$ cat config.mk
export PLATFORM = sky130hd
export DESIGN_NAME = tx_gearbox
export DESIGN_NICKNAME = d
export VERILOG_FILES = /design/src/rtl/tx_gearbox.sv
export SDC_FILE = /design/constraint.sdc
export NUM_CORES = 1
export LEC_CHECK = 0
export CORE_MARGIN = 2
export CORE_UTILIZATION = 60
export DETAILED_ROUTE_END_ITERATION = 12
export PLACE_DENSITY = 0.82
export SLEW_MARGIN = 20
export SYNTH_ARGS = -nofsm -noshare
export SYNTH_HDL_FRONTEND = slang
export SYNTH_SLANG_ARGS = --single-unit
$ cat constraint.sdc
create_clock -name i_clk -period 11.2 [get_ports i_clk]
set_clock_uncertainty 0.05 [all_clocks]
set_input_delay 2.24 -clock i_clk [delete_from_list [all_inputs] [get_ports i_clk]]
set_output_delay 2.24 -clock i_clk [all_outputs]
set_load 0.05 [all_outputs]
$ cat src/rtl/tx_gearbox.sv
// TX 66b-to-32b gearbox: packs {payload, sync header} blocks into a
// continuous 32-bit PMA word stream, throttling upstream every 32 blocks.
//
// Ports:
//   i_clk, i_reset     clock, synchronous active-high reset
//   i_data[31:0]       scrambled payload word (bit 0 first)
//   i_data_valid       payload word present
//   i_hdr[1:0]         sync header, used on the first word of a block
//   i_hdr_valid        marks the first word of a block
//   o_ready            registered; upstream may present a word while high
//   o_data[31:0]       gearboxed word to PMA (bit 0 first)
//   o_data_valid       o_data carries valid line bits
//   o_align_err        pulse: i_hdr_valid disagreed with word phase
//   o_underflow        pulse: no word offered while ready after start
`timescale 1ns/1ps

module tx_gearbox #(
  parameter int DATA_WIDTH = 32,
  parameter int HDR_WIDTH  = 2
) (
  input  logic                  i_clk,
  input  logic                  i_reset,
  input  logic [DATA_WIDTH-1:0] i_data,
  input  logic                  i_data_valid,
  input  logic [HDR_WIDTH-1:0]  i_hdr,
  input  logic                  i_hdr_valid,
  output logic                  o_ready,
  output logic [DATA_WIDTH-1:0] o_data,
  output logic                  o_data_valid,
  output logic                  o_align_err,
  output logic                  o_underflow
);

  if (DATA_WIDTH != 32 || HDR_WIDTH != 2) begin : g_bad_param
    $error("tx_gearbox supports only DATA_WIDTH=32, HDR_WIDTH=2");
  end

  // Worst case: 62 leftover bits plus a 34-bit header word.
  localparam int BUF_W  = 3 * DATA_WIDTH + HDR_WIDTH;
  localparam int FILL_W = 7;
  localparam int SEQ_W  = 6;

  localparam logic [FILL_W-1:0] N_DAT = FILL_W'(DATA_WIDTH);
  localparam logic [FILL_W-1:0] N_HDR = FILL_W'(DATA_WIDTH + HDR_WIDTH);
  localparam logic [SEQ_W-1:0]  SEQ_MAX = SEQ_W'(32);

  logic [BUF_W-1:0]      sbuf_q, sbuf_d;
  logic [FILL_W-1:0]     fill_q, fill_d;
  logic                  phase_q, phase_d;
  logic [SEQ_W-1:0]      seq_q, seq_d;
  logic                  pause_q, pause_d;
  logic                  started_q, started_d;
  logic                  ready_q, ready_d;
  logic [DATA_WIDTH-1:0] data_q, data_d;
  logic                  valid_q, valid_d;
  logic                  align_q, align_d;
  logic                  uflow_q, uflow_d;

  logic                  accept;
  logic [BUF_W-1:0]      app;
  logic [BUF_W-1:0]      merged;
  logic [FILL_W-1:0]     add;
  logic [FILL_W-1:0]     fill_app;

  always_comb begin
    accept    = i_data_valid && ready_q;
    app       = '0;
    add       = '0;
    if (accept) begin
      if (!phase_q) begin
        app[DATA_WIDTH+HDR_WIDTH-1:0] = {i_data, i_hdr};
        add = N_HDR;
      end else begin
        app[DATA_WIDTH-1:0] = i_data;
        add = N_DAT;
      end
    end
    // Bits above fill are always zero, so OR-in is an append.
    merged   = sbuf_q | (app << fill_q);
    fill_app = fill_q + add;

    sbuf_d  = merged;
    fill_d  = fill_app;
    data_d  = data_q;
    valid_d = 1'b0;
    if (fill_app >= N_DAT) begin
      data_d  = merged[DATA_WIDTH-1:0];
      valid_d = 1'b1;
      sbuf_d  = merged >> DATA_WIDTH;
      fill_d  = fill_app - N_DAT;
    end

    phase_d   = phase_q ^ accept;
    seq_d     = seq_q;
    pause_d   = pause_q;
    if (accept && phase_q) begin
      seq_d = seq_q + 1'b1;
    end
    // Two idle input cycles let the buffer drain its 64 surplus bits.
    if (seq_q == SEQ_MAX) begin
      if (pause_q) begin
        seq_d   = '0;
        pause_d = 1'b0;
      end else begin
        pause_d = 1'b1;
      end
    end

    started_d = started_q | accept;
    ready_d   = (seq_d != SEQ_MAX);
    align_d   = accept && (i_hdr_valid != !phase_q);
    uflow_d   = started_q && ready_q && !i_data_valid;
  end

  always_ff @(posedge i_clk) begin
    if (i_reset) begin
      sbuf_q    <= '0;
      fill_q    <= '0;
      phase_q   <= 1'b0;
      seq_q     <= '0;
      pause_q   <= 1'b0;
      started_q <= 1'b0;
      ready_q   <= 1'b0;
      data_q    <= '0;
      valid_q   <= 1'b0;
      align_q   <= 1'b0;
      uflow_q   <= 1'b0;
    end else begin
      sbuf_q    <= sbuf_d;
      fill_q    <= fill_d;
      phase_q   <= phase_d;
      seq_q     <= seq_d;
      pause_q   <= pause_d;
      started_q <= started_d;
      ready_q   <= ready_d;
      data_q    <= data_d;
      valid_q   <= valid_d;
      align_q   <= align_d;
      uflow_q   <= uflow_d;
    end
  end

  assign o_ready      = ready_q;
  assign o_data       = data_q;
  assign o_data_valid = valid_q;
  assign o_align_err  = align_q;
  assign o_underflow  = uflow_q;

endmodule

==> metrics.csv <==
metric,value,unit
syn2layout_area_growth,14.21,%
antenna_found_initial,0,
relSlewSlack,0.2615,
power_density,252.6,nW/um2
final_cells,1272,
insertion_delay,0.44,ns
synth_seq_cells,149,
cts_buffer_depth,2,
cts_resized,0,
hpwlAfterDp,21600,um
final_cell_area,10090,um2
reg2reg_from,fill_q[1],
initialDrtViolationCount,1500,
synthAdderAreaFrac,0.007081,
critPathCaptureType,register,
antennaDiodeCount,0,
io_buffers,73,
grt.overflow.total,0,
cts_tree,done,
synth_mux_area_frac,0.1127,
cp_max_fo,62,
fmax,164.1,MHz
worst_slack,5.106,ns
ys_seq_area_frac,0.3376,
first_pass_iters,8,
power_leakage,3.574,nW
htreeDepth,4,
yosysWarnings,0,
finalHoldViolations,0,
critPathRequiredTime,11.44,ns
critical_path_class,in -> reg,
start_kind,input pin,
setup_viol,0,
cts.sinks,149,
die_h,125.3,um
grt_max_degree,68,
slew_viol_final,0,
dr_wl_met3,4190,um
outcome,"complete, no violations",
cap_violations,0,
drive_gt1_frac,0.1232,
wire_per_inst,24.74,um
die_area,15710,um2
crit_arrival,6.33,ns
path_clk_slew,0.07,ns
hp-class,reg -> reg,
synthCells,1048,
ant_nets,0,
synthSimpleGateAreaFrac,0.1850,
synth_xor_area_frac,0.01671,
drt-met1-wl,12040,um
worstHoldStart,started_q,
drt_wl_total,31470,um
wl_met2,13110,um
synth_edf_count,0,
regArea,2985,um2
worst_pin_slew,1.108,ns
via_count,9147,
dpl.cell_count,1240,
min_period,6.094,ns
ir_worst_vdd,0.3280,mV
synth_top_family_by_area,compound AO/OA/AOI/OAI gates,
std_cell_rows,44,
avgSynthCellArea,8.430,um2
drcViolationCount,0,
core_area,14480,um2
synthFlopType,dfxtp_1,
postCtsSetupRepairBufs,0,
timing.setup.tns,0,ns
netlist_area,8835,um2
pre_cts_ws,4.782,ns
hold_buffers,0,
grt_first_pass_wirelength,48890,um
highest_layer,met4,
finalNetCount,1118,
die_w,125.3,um
crit_path_start,i_data_valid,
rsz0062_at_grt,no,
start_util,0.6102,
place_area,9519,um2
grt_pass1_vias,8647,
synth_nets,1091,
ys_async_sr_fraction,0,
yosysUniqueCellTypes,83,
grt_usage,0.3973,
fill_cells,1198,
gp_congestion,1.028,
cts-root-buf,clkbuf_16,
synth-compound-area-share,0.2900,
ios,74,
vias_per_cell,7.191,
finalCritPeriodShare,0.5441,
multiInputGateArea,5413,um2
numCtsBuffers,17,
==> sequential cells by signal (all words and copies together) (netlist names) <==
register,flops
o_align_err,1
o_data,32
phase_q,1
sbuf_q,98
seq_q,6
pause_q,1
started_q,1
o_underflow,1
o_data_valid,1
fill_q,6
o_ready,1
==> routing by layer <==
metal  vias to the layer above  track usage
met1                      4216       0.5115
met3                       174       0.1168
li1                       4020            -
met4                         0       0.2392
met2                       737       0.5905
met5                         -            0
==> synthesized netlist by cell type, drive strengths merged, types with 7 or more instances <==
master   instances  share of area
a2111oi          9          0.012
nor3            56          0.034
mux2i           42          0.049
nor4             8         0.0057
o221a            8          0.010
a21o             9         0.0076
clkbuf          33          0.014
a31oi           15          0.011
mux4             8          0.020
a221o           19          0.022
nand2           55          0.024
nor2           183          0.079
and2            11         0.0078
xnor2           11          0.012
a22oi           11         0.0099
nand3           11         0.0062
dfxtp          149           0.34
inv             13         0.0055
mux2            34          0.043
nand2b          11         0.0078
buf             48          0.031
o22ai           37          0.026
a21oi           70          0.040
a221oi          28          0.028
a211oi          59          0.058
nor2b            7         0.0050
o21ai           23          0.013
==> layout by cell type (no fill, tap or decap), drive strengths merged, types with 34 or more instances in the layout <==
cell	count
a211oi	59
o22ai	37
a21oi	70
mux2	34
dfxtp	149
nor2	183
mux2i	42
nand2	55
clkdlybuf4s50	72
nor3	56
==> power by group <==
| group | total (mW) | switching (mW) | internal (mW) | leakage [nW] |
|---|---|---|---|---|
| combinational | 1.25 | 0.847 | 0.400 | 2.09 |
| sequential | 0.747 | 0.0686 | 0.678 | 1.22 |
| clock | 0.555 | 0.241 | 0.315 | 0.269 |
==> critical path, cell delays in order <==
cell	delay (ns)
clkdlybuf4s50_1	0.47
nand2_1	0.10
buf_4	0.36
nor2_1	0.08
ha_1	0.23
and3_1	0.22
a21oi_1	0.14
nor2_1	0.07
xor2_1	0.35
inv_1	0.08
ha_1	0.25
o31ai_4	0.07
buf_4	0.44
buf_4	0.62
nor2_1	0.11
a211oi_1	0.43
==> final cells by class <==
type                    instances  share of cell area
clock inverters                12             0.01166
inverters                      13            0.004836
repair buffers                 89             0.08408
clock buffers                  20             0.04427
flip-flops and latches        149              0.2959
multi-input cells             805              0.5365
well taps                     184             0.02282
==> metrics by stage <==
stage	power [mW]	utilization	hold WS [ns]
2_1_floorplan	1.632	-	0.3742
3_3_place_gp	1.944	0.6574	0.3907
3_5_place_dp	1.961	0.6574	0.4007
4_1_cts	2.515	0.6964	0.4150
5_1_grt	2.659	0.6969	0.4337
6_report	2.549	0.6969	0.4120
==> logic make-up after synthesis <==
logic type	Yosys count
AND/OR/NAND/NOR	362
multiplexers	84
flip-flops	149
buffers and inverters	94
XOR/XNOR	16
AO/OA/AOI/OAI	338
adder cells (fa/ha/maj)	5
==> worst paths after layout <==
path / slack (ns) / cells past startpoint / end
hold / removal: 0.41 / 2 / started_q
setup reg to reg: 6.88 / 12 / sbuf_q[33]
hold reg to reg: 0.41 / 2 / started_q
setup / recovery: 5.11 / 16 / sbuf_q[33]
Note: power is estimated with default switching activity, not from simulation.
